==> src/rtl/atm_multi_account_ctrl.sv <==
// atm_multi_account_ctrl
// Multi-account ATM session controller. It authenticates a card session
// against a per-account PIN, locks an account after repeated wrong PINs, and
// runs one transaction per request handshake: balance, withdraw, deposit,
// transfer, PIN change or finish.
//
// Optional feature: define ATM_DAILY_LIMIT_EN to keep a per-session withdrawn
// total and reject withdrawals that would exceed DAILY_LIMIT (status LIMIT).
//
// Ports
//   clk            system clock, rising edge
//   reset          asynchronous active-low reset
//   Card_in        card present level
//   acct_idx       card account, latched when a session starts
//   pin_valid      PIN entry strobe (used in PIN_WAIT only)
//   password       entered PIN
//   op_valid       transaction request strobe (used in MENU only)
//   opcode         001 bal, 010 wd, 011 dep, 100 xfer, 101 pin, 110 finish
//   amount         withdraw/deposit/transfer amount
//   dest_idx       transfer destination account
//   new_pin        replacement PIN
//   busy           high in EXEC and RESP
//   authenticated  high in MENU, EXEC and RESP
//   done           one-cycle completion pulse
//   status         result code, valid with done
//   balance_out    session balance after the operation, valid with done
//   eject          one-cycle pulse on session end
//   timeout        one-cycle pulse with eject when the idle timer expired
module atm_multi_account_ctrl #(
    parameter int unsigned      NUM_ACCOUNTS = 4,
    parameter int unsigned      IDX_W        = 2,
    parameter int unsigned      PIN_W        = 16,
    parameter int unsigned      AMT_W        = 19,
    parameter int unsigned      INIT_BALANCE = 1000,
    parameter logic [PIN_W-1:0] INIT_PIN     = PIN_W'(16'h1234),
    parameter int unsigned      MAX_TRIES    = 3,
    parameter int unsigned      TIMEOUT_CYC  = 64,
    parameter int unsigned      DAILY_LIMIT  = 500
) (
    input  logic             clk,
    input  logic             reset,
    input  logic             Card_in,
    input  logic [IDX_W-1:0] acct_idx,
    input  logic             pin_valid,
    input  logic [PIN_W-1:0] password,
    input  logic             op_valid,
    input  logic [2:0]       opcode,
    input  logic [AMT_W-1:0] amount,
    input  logic [IDX_W-1:0] dest_idx,
    input  logic [PIN_W-1:0] new_pin,
    output logic             busy,
    output logic             authenticated,
    output logic             done,
    output logic [2:0]       status,
    output logic [AMT_W-1:0] balance_out,
    output logic             eject,
    output logic             timeout
);

    localparam int unsigned TRY_W = $clog2(MAX_TRIES + 1);
    localparam int unsigned TMO_W = $clog2(TIMEOUT_CYC + 1);

    localparam logic [2:0] OP_BAL  = 3'b001;
    localparam logic [2:0] OP_WD   = 3'b010;
    localparam logic [2:0] OP_DEP  = 3'b011;
    localparam logic [2:0] OP_XFER = 3'b100;
    localparam logic [2:0] OP_PIN  = 3'b101;
    localparam logic [2:0] OP_FIN  = 3'b110;

    localparam logic [2:0] ST_OK       = 3'd0;
    localparam logic [2:0] ST_NSF      = 3'd1;
    localparam logic [2:0] ST_BAD_ACCT = 3'd2;
    localparam logic [2:0] ST_OVERFLOW = 3'd3;
    localparam logic [2:0] ST_ILLEGAL  = 3'd4;
    localparam logic [2:0] ST_BAD_PIN  = 3'd5;
    localparam logic [2:0] ST_LOCKED   = 3'd6;
    localparam logic [2:0] ST_LIMIT    = 3'd7;

    typedef enum logic [2:0] {
        S_IDLE, S_PIN_WAIT, S_MENU, S_EXEC, S_RESP, S_EJECT
    } state_t;

    state_t             r_state, w_state_nxt;
    logic [IDX_W-1:0]   r_idx, r_dest;
    logic [2:0]         r_op;
    logic [AMT_W-1:0]   r_amt;
    logic [PIN_W-1:0]   r_newpin;
    logic [TMO_W-1:0]   r_tmo;
    logic               r_armed;
    logic               r_done, r_eject, r_timeout, r_busy, r_auth;
    logic [2:0]         r_status;
    logic [AMT_W-1:0]   r_bal_out;

    logic [AMT_W-1:0]   r_bal   [NUM_ACCOUNTS];
    logic [PIN_W-1:0]   r_pin   [NUM_ACCOUNTS];
    logic               r_lock  [NUM_ACCOUNTS];
    logic [TRY_W-1:0]   r_tries [NUM_ACCOUNTS];

    logic               w_in_idx_ok, w_dst_in_rng, w_dest_ok, w_nsf, w_limit_hit;
    logic [AMT_W-1:0]   w_bal_own, w_bal_dst, w_diff;
    logic [AMT_W:0]     w_sum_own, w_sum_dst;
    logic [TRY_W-1:0]   w_tries_nxt;
    logic               w_tmo_hit, w_tmo_run;
    logic               w_done_nxt, w_timeout_nxt, w_latch_idx, w_latch_op, w_tmo_clr;
    logic [2:0]         w_status_nxt;
    logic [AMT_W-1:0]   w_bal_out_nxt, w_bal_src_val, w_bal_dst_val;
    logic               w_bal_src_we, w_bal_dst_we, w_pin_we, w_lock_set, w_try_inc, w_try_clr;

    // Range checks only exist when the index can encode unused accounts
    if ((1 << IDX_W) > NUM_ACCOUNTS) begin : g_idx_chk
        assign w_in_idx_ok  = 32'(acct_idx) < NUM_ACCOUNTS;
        assign w_dst_in_rng = 32'(r_dest) < NUM_ACCOUNTS;
    end else begin : g_idx_full
        assign w_in_idx_ok  = 1'b1;
        assign w_dst_in_rng = 1'b1;
    end

    assign w_bal_own   = r_bal[r_idx];
    assign w_bal_dst   = w_dst_in_rng ? r_bal[r_dest] : '0;
    assign w_diff      = w_bal_own - r_amt;
    assign w_sum_own   = {1'b0, w_bal_own} + {1'b0, r_amt};
    assign w_sum_dst   = {1'b0, w_bal_dst} + {1'b0, r_amt};
    assign w_nsf       = r_amt > w_bal_own;
    assign w_dest_ok   = w_dst_in_rng && (r_dest != r_idx) && !r_lock[r_dest];
    assign w_tries_nxt = r_tries[r_idx] + TRY_W'(1);
    assign w_tmo_run   = (r_state == S_PIN_WAIT) || (r_state == S_MENU);
    assign w_tmo_hit   = r_tmo == TMO_W'(TIMEOUT_CYC - 1);

`ifdef ATM_DAILY_LIMIT_EN
    // Session withdrawn total; cleared when the session ejects
    logic [AMT_W:0]   r_wd_total;
    logic [AMT_W+1:0] w_wd_sum;
    assign w_wd_sum    = {1'b0, r_wd_total} + {2'b00, r_amt};
    assign w_limit_hit = w_wd_sum > (AMT_W+2)'(DAILY_LIMIT);

    always_ff @(posedge clk or negedge reset) begin
        if (!reset) begin
            r_wd_total <= '0;
        end else if (r_state == S_EJECT) begin
            r_wd_total <= '0;
        end else if (r_state == S_EXEC && r_op == OP_WD && w_bal_src_we) begin
            r_wd_total <= r_wd_total + (AMT_W+1)'(r_amt);
        end
    end
`else
    assign w_limit_hit = 1'b0;
`endif

    // State register
    always_ff @(posedge clk or negedge reset) begin
        if (!reset) r_state <= S_IDLE;
        else        r_state <= w_state_nxt;
    end

    // Next state, result codes and account-store write controls
    always_comb begin
        w_state_nxt   = r_state;
        w_done_nxt    = 1'b0;
        w_status_nxt  = ST_OK;
        w_bal_out_nxt = '0;
        w_timeout_nxt = 1'b0;
        w_latch_idx   = 1'b0;
        w_latch_op    = 1'b0;
        w_tmo_clr     = 1'b0;
        w_bal_src_we  = 1'b0;
        w_bal_src_val = w_bal_own;
        w_bal_dst_we  = 1'b0;
        w_bal_dst_val = w_bal_dst;
        w_pin_we      = 1'b0;
        w_lock_set    = 1'b0;
        w_try_inc     = 1'b0;
        w_try_clr     = 1'b0;
        case (r_state)
            S_IDLE: begin
                if (Card_in && r_armed) begin
                    w_latch_idx = 1'b1;
                    if (!w_in_idx_ok) begin
                        w_done_nxt   = 1'b1;
                        w_status_nxt = ST_BAD_ACCT;
                        w_state_nxt  = S_EJECT;
                    end else if (r_lock[acct_idx]) begin
                        w_done_nxt   = 1'b1;
                        w_status_nxt = ST_LOCKED;
                        w_state_nxt  = S_EJECT;
                    end else begin
                        w_state_nxt  = S_PIN_WAIT;
                    end
                end
            end
            S_PIN_WAIT: begin
                if (!Card_in) begin
                    w_state_nxt = S_EJECT;
                end else if (pin_valid) begin
                    w_tmo_clr  = 1'b1;
                    w_done_nxt = 1'b1;
                    if (password == r_pin[r_idx]) begin
                        w_try_clr   = 1'b1;
                        w_state_nxt = S_MENU;
                    end else if (32'(w_tries_nxt) >= MAX_TRIES) begin
                        w_try_inc    = 1'b1;
                        w_lock_set   = 1'b1;
                        w_status_nxt = ST_LOCKED;
                        w_state_nxt  = S_EJECT;
                    end else begin
                        w_try_inc    = 1'b1;
                        w_status_nxt = ST_BAD_PIN;
                    end
                end else if (w_tmo_hit) begin
                    w_timeout_nxt = 1'b1;
                    w_state_nxt   = S_EJECT;
                end
            end
            S_MENU: begin
                // Card removal beats a simultaneous request
                if (!Card_in) begin
                    w_state_nxt = S_EJECT;
                end else if (op_valid) begin
                    w_latch_op  = 1'b1;
                    w_tmo_clr   = 1'b1;
                    w_state_nxt = S_EXEC;
                end else if (w_tmo_hit) begin
                    w_timeout_nxt = 1'b1;
                    w_state_nxt   = S_EJECT;
                end
            end
            S_EXEC: begin
                // Commits even if the card was pulled; the abort is taken after RESP
                w_state_nxt   = S_RESP;
                w_done_nxt    = 1'b1;
                w_bal_out_nxt = w_bal_own;
                case (r_op)
                    OP_BAL, OP_FIN: w_status_nxt = ST_OK;
                    OP_WD: begin
                        if (w_limit_hit)  w_status_nxt = ST_LIMIT;
                        else if (w_nsf)   w_status_nxt = ST_NSF;
                        else begin
                            w_bal_src_we  = 1'b1;
                            w_bal_src_val = w_diff;
                            w_bal_out_nxt = w_diff;
                        end
                    end
                    OP_DEP: begin
                        if (w_sum_own[AMT_W]) w_status_nxt = ST_OVERFLOW;
                        else begin
                            w_bal_src_we  = 1'b1;
                            w_bal_src_val = w_sum_own[AMT_W-1:0];
                            w_bal_out_nxt = w_sum_own[AMT_W-1:0];
                        end
                    end
                    OP_XFER: begin
                        if (!w_dest_ok)             w_status_nxt = ST_BAD_ACCT;
                        else if (w_nsf)             w_status_nxt = ST_NSF;
                        else if (w_sum_dst[AMT_W])  w_status_nxt = ST_OVERFLOW;
                        else begin
                            w_bal_src_we  = 1'b1;
                            w_bal_src_val = w_diff;
                            w_bal_dst_we  = 1'b1;
                            w_bal_dst_val = w_sum_dst[AMT_W-1:0];
                            w_bal_out_nxt = w_diff;
                        end
                    end
                    OP_PIN:  w_pin_we     = 1'b1;
                    default: w_status_nxt = ST_ILLEGAL;
                endcase
            end
            S_RESP: begin
                if (r_op == OP_FIN || !Card_in) w_state_nxt = S_EJECT;
                else                            w_state_nxt = S_MENU;
            end
            S_EJECT: w_state_nxt = S_IDLE;
            default: w_state_nxt = S_IDLE;
        endcase
    end

    // Session latches, idle timer and registered outputs
    always_ff @(posedge clk or negedge reset) begin
        if (!reset) begin
            r_idx     <= '0;
            r_dest    <= '0;
            r_op      <= '0;
            r_amt     <= '0;
            r_newpin  <= '0;
            r_tmo     <= '0;
            r_armed   <= 1'b1;
            r_done    <= 1'b0;
            r_status  <= '0;
            r_bal_out <= '0;
            r_eject   <= 1'b0;
            r_timeout <= 1'b0;
            r_busy    <= 1'b0;
            r_auth    <= 1'b0;
        end else begin
            if (w_latch_idx) r_idx <= acct_idx;
            if (w_latch_op) begin
                r_op     <= opcode;
                r_amt    <= amount;
                r_dest   <= dest_idx;
                r_newpin <= new_pin;
            end
            if (w_tmo_clr || !w_tmo_run) r_tmo <= '0;
            else                         r_tmo <= r_tmo + TMO_W'(1);
            // A new session needs the card to be seen absent first
            if (w_latch_idx)   r_armed <= 1'b0;
            else if (!Card_in) r_armed <= 1'b1;
            r_done    <= w_done_nxt;
            r_status  <= w_status_nxt;
            r_bal_out <= w_bal_out_nxt;
            r_eject   <= (w_state_nxt == S_EJECT);
            r_timeout <= w_timeout_nxt;
            r_busy    <= (w_state_nxt == S_EXEC) || (w_state_nxt == S_RESP);
            r_auth    <= (w_state_nxt == S_MENU) || (w_state_nxt == S_EXEC) ||
                         (w_state_nxt == S_RESP);
        end
    end

    // Persistent account store
    always_ff @(posedge clk or negedge reset) begin
        if (!reset) begin
            for (int i = 0; i < int'(NUM_ACCOUNTS); i++) begin
                r_bal[i]   <= AMT_W'(INIT_BALANCE);
                r_pin[i]   <= INIT_PIN;
                r_lock[i]  <= 1'b0;
                r_tries[i] <= '0;
            end
        end else begin
            if (w_bal_src_we) r_bal[r_idx]  <= w_bal_src_val;
            if (w_bal_dst_we) r_bal[r_dest] <= w_bal_dst_val;
            if (w_pin_we)     r_pin[r_idx]  <= r_newpin;
            if (w_lock_set)   r_lock[r_idx] <= 1'b1;
            if (w_try_clr)      r_tries[r_idx] <= '0;
            else if (w_try_inc) r_tries[r_idx] <= w_tries_nxt;
        end
    end

    assign busy          = r_busy;
    assign authenticated = r_auth;
    assign done          = r_done;
    assign status        = r_status;
    assign balance_out   = r_bal_out;
    assign eject         = r_eject;
    assign timeout       = r_timeout;

endmodule

==> config.mk <==
export PLATFORM = sky130hd
export DESIGN_NAME = atm_multi_account_ctrl
export DESIGN_NICKNAME = d
export VERILOG_FILES = /design/src/rtl/atm_multi_account_ctrl.sv
export SDC_FILE = /design/constraint.sdc
export NUM_CORES = 1
export LEC_CHECK = 0
export ABC_CLOCK_PERIOD_IN_PS = 6800
export BUFFER_PORTS_ARGS = -buffer_cell sky130_fd_sc_hd__clkbuf_2
export CORE_ASPECT_RATIO = 1.1
export CORE_MARGIN = 2
export CORE_UTILIZATION = 35
export CTS_BUF_LIST = sky130_fd_sc_hd__clkbuf_16
export CTS_CLUSTER_DIAMETER = 30
export DETAILED_ROUTE_END_ITERATION = 8
export SYNTH_ARGS = -nofsm -noshare
export SYNTH_HDL_FRONTEND = slang
export SYNTH_SLANG_ARGS = --single-unit
export TNS_END_PERCENT = 20
==> constraint.sdc <==
create_clock -name clk -period 6.8 [get_ports clk]
set_input_delay 0.68 -clock clk [delete_from_list [all_inputs] [get_ports clk]]
set_output_delay 0.68 -clock clk [all_outputs]
set_load 0.05 [all_outputs]
==> reports/qor.txt <==
# IOs: 90
initial antenna violation count: 3
# port buffers: 89
Resize count post-CTS: 0
final WL: 46900 um
worst setup path class: flop to flop
Die Y: 219 um
ys async rst share: 100%
warnings from Yosys: 0
worst-margin pin slew: 1.30 ns
clock-pin slew on the worst setup and hold paths: 0.05 ns
Post-Syn Area: 14700 sq um
area delta synth->final: 21.6%
H-Tree Level Count: 2
placed insts: 2024
final antenna-violating net count: 0
share of cells above drive strength 1: 30.4%
CP startpoint kind: flop
Final Non-Filler Cells: 2139
post-synth net total: 1546
placeable core area: 41300 sq um
final setup vio count: 0
clock buffer depth: 3
RSZ-0062 raised after global routing: false
worst slack at placement: 1.43 ns
CTS tree: built
#FFs+latches synth: 232
GRT Resource Usage Total: 21.6%
top-count cell post-synth: dfrtp_1
Clock Skew: 0.0712 ns
Max Fanout on Critical Path: 22
Util after Layout: 43.3%
Final Critical Period: 5.44 ns
Starting Density: 35.6%
routed vias: 12400
most frequent cells after synthesis: dfrtp_1 (187), nor2_1 (145), a21oi_1 (129)
HPWL Detailed: 33100 um
first-pass GRT wire length: 71800 um
number of DRC markers in iteration 0: 1148
# hold bufs at CTS: 0
MaxCap Viol Count: 0
CP arrival: 5.95 ns
Slew HR: 13.5%
leading area contributor after synthesis: dfrtp_1
vias in the first global route: 12200
DRC: 0
root buf cell: clkbuf_16
P_leak: 0.00807 uW
Hold Fails Final Rpt: 0
cell count after synthesis: 1420
Total Power: 7750 uW
CP Capture Type: flop
drt first pass iters: 5
number of enable flip-flop cells after synthesis: 0
Synth cell types: 86
status: complete, no violations
Clock Latency Late Sink: 0.63 ns
total grt overflow: 0
Fmax achieved: 184 MHz
nets: 1652
largest net degree at the start of global routing: 122
share of the synthesized area in the top cell type: 31.9%
die width: 199 um
Worst Hold Class: primary input to async pin
worst setup margin: 1.36 ns
clock sinks: 232
setup bufs post-CTS: 0
clock buffer count from CTS: 60
Worst VDD drop: 0.259 mV
Vias/cell: 5.78
setup TNS: 0 ns
Row Count: 78
Post-synth top flop: dfrtp_1
power per cell area: 434 nW/um^2
sequential share of the synthesized area: 39.9%
GPL Wtd Cong: 0.936
top cells by area, synth: dfrtp_1 (32%), mux4_2 (8.9%), mux2_2 (8.6%)
crit share post-route: 79.9%
die area: 43600 sq um
post-DR wirelength/cell: 21.9 um
mean post-synth cell area: 10.3 sq um
Final Max Tran Viols: 0
CP required: 7.31 ns
[area by class of cell]
cell class | count | area, sq um
multi-input combinational | 1060 | 8310
inverter | 50 | 188
fill | 3888 | 23400
antenna | 2 | 5.00
clock buffer | 60 | 1500
timing repair buffer | 122 | 703
sequential | 232 | 5860
clock inverter | 53 | 587
tap | 560 | 701
[worst max-delay path, cell delays in order, from the launching register on]
cell	delay (ns)
dfrtp_2	0.89
mux4_2	0.66
ha_1	0.53
clkinv_1	0.19
or4_4	0.55
a21oi_4	0.19
o2111ai_4	0.19
nand2_4	0.27
nand3_2	0.36
a2111oi_4	0.79
buf_4	0.33
nor2_1	0.06
a221o_1	0.29
[per-layer routing]
metal	vias to the layer above	global-route usage (%)	wire length [um]
li1	5522	-	-
met1	6146	28.4	19300
met2	566	34.2	21800
met3	124	5.35	4220
met4	4	8.41	1560
met5	-	0.926	24
[kinds of logic after synthesis]
kind of cell | share of synthesized area, %
AOI/OAI and AO/OA | 17.6
xor gates and xnor gates | 2.09
adders and majority gates | 5.52
buffers and inverters | 3.62
DFF | 39.9
muxes | 17.6
and+or+nand+nor | 13.6
[through the flow]
| stage | hold slack [ns] | area (sq um) |
|---|---|---|
| 3_5_place_dp | 0.447 | 15800 |
| 3_3_place_gp | 0.438 | 15800 |
| 6_report | 0.148 | 17900 |
| 2_1_floorplan | 0.384 | 14700 |
| 4_1_cts | 0.201 | 17900 |
| 5_1_grt | 0.237 | 17900 |
[final timing paths]
kind / end / start / depth (start not counted) / slack [ns]
setup / recovery: r_bal[1] / r_idx[0] / 12 / 1.36
hold / removal: r_amt[6] / reset / 1 / 0.15
setup reg to reg: r_bal[1] / r_idx[0] / 12 / 1.36
hold reg to reg: r_tmo[0] / r_tmo[0] / 1 / 0.45
max in group asynchronous: r_pin[24] / reset / 2 / 5.02
min in group clk: r_amt[0] / amount[0] / 2 / 0.28
[flip-flops by register name, indices dropped and copies added (netlist names)]
signal	flops
r_bal	76
r_pin	64
balance_out	19
r_amt	19
r_newpin	16
r_tries	8
r_tmo	7
r_lock	4
r_op	3
r_state	3
status	3
r_dest	2
r_idx	2
authenticated	1
busy	1
done	1
eject	1
r_armed	1
timeout	1
[power breakdown]
group	switching, uW	total, uW	internal (uW)
clock network	910	2890	1980
registers	363	1990	1630
logic	1820	2880	1050
total	3100	7750	4660
[cell usage in the layout (no fill, tap or decap), types with 8 or more instances in the layout]
cell type / Yosys / final
a211oi_1: 11 / 11
a21o_1: 16 / 16
a21oi_1: 129 / 129
a221o_1: 9 / 9
a22oi_1: 14 / 14
a31oi_1: 16 / 16
and2_1: 15 / 15
and3_1: 10 / 10
buf_4: 1 / 33
bufinv_16: 0 / 10
clkbuf_16: 0 / 60
clkbuf_2: 0 / 88
clkinv_1: 1 / 10
clkinv_2: 0 / 15
dfrtp_1: 187 / 185
dfstp_2: 45 / 45
ha_1: 60 / 60
inv_1: 48 / 55
mux2_2: 112 / 112
mux4_2: 58 / 58
nand2_1: 98 / 98
nand2b_1: 12 / 12
nand3_1: 37 / 37
nand4_1: 10 / 10
nor2_1: 145 / 145
nor2b_1: 14 / 14
nor3_1: 29 / 29
o211ai_1: 17 / 17
o21ai_0: 38 / 38
o21ai_1: 13 / 12
o21bai_1: 9 / 9
o221ai_1: 11 / 11
o31ai_1: 9 / 8
or2_2: 10 / 10
or3_1: 14 / 14
xnor2_1: 27 / 27
xor2_1: 8 / 8
Note: power is estimated with default switching activity, not from simulation.
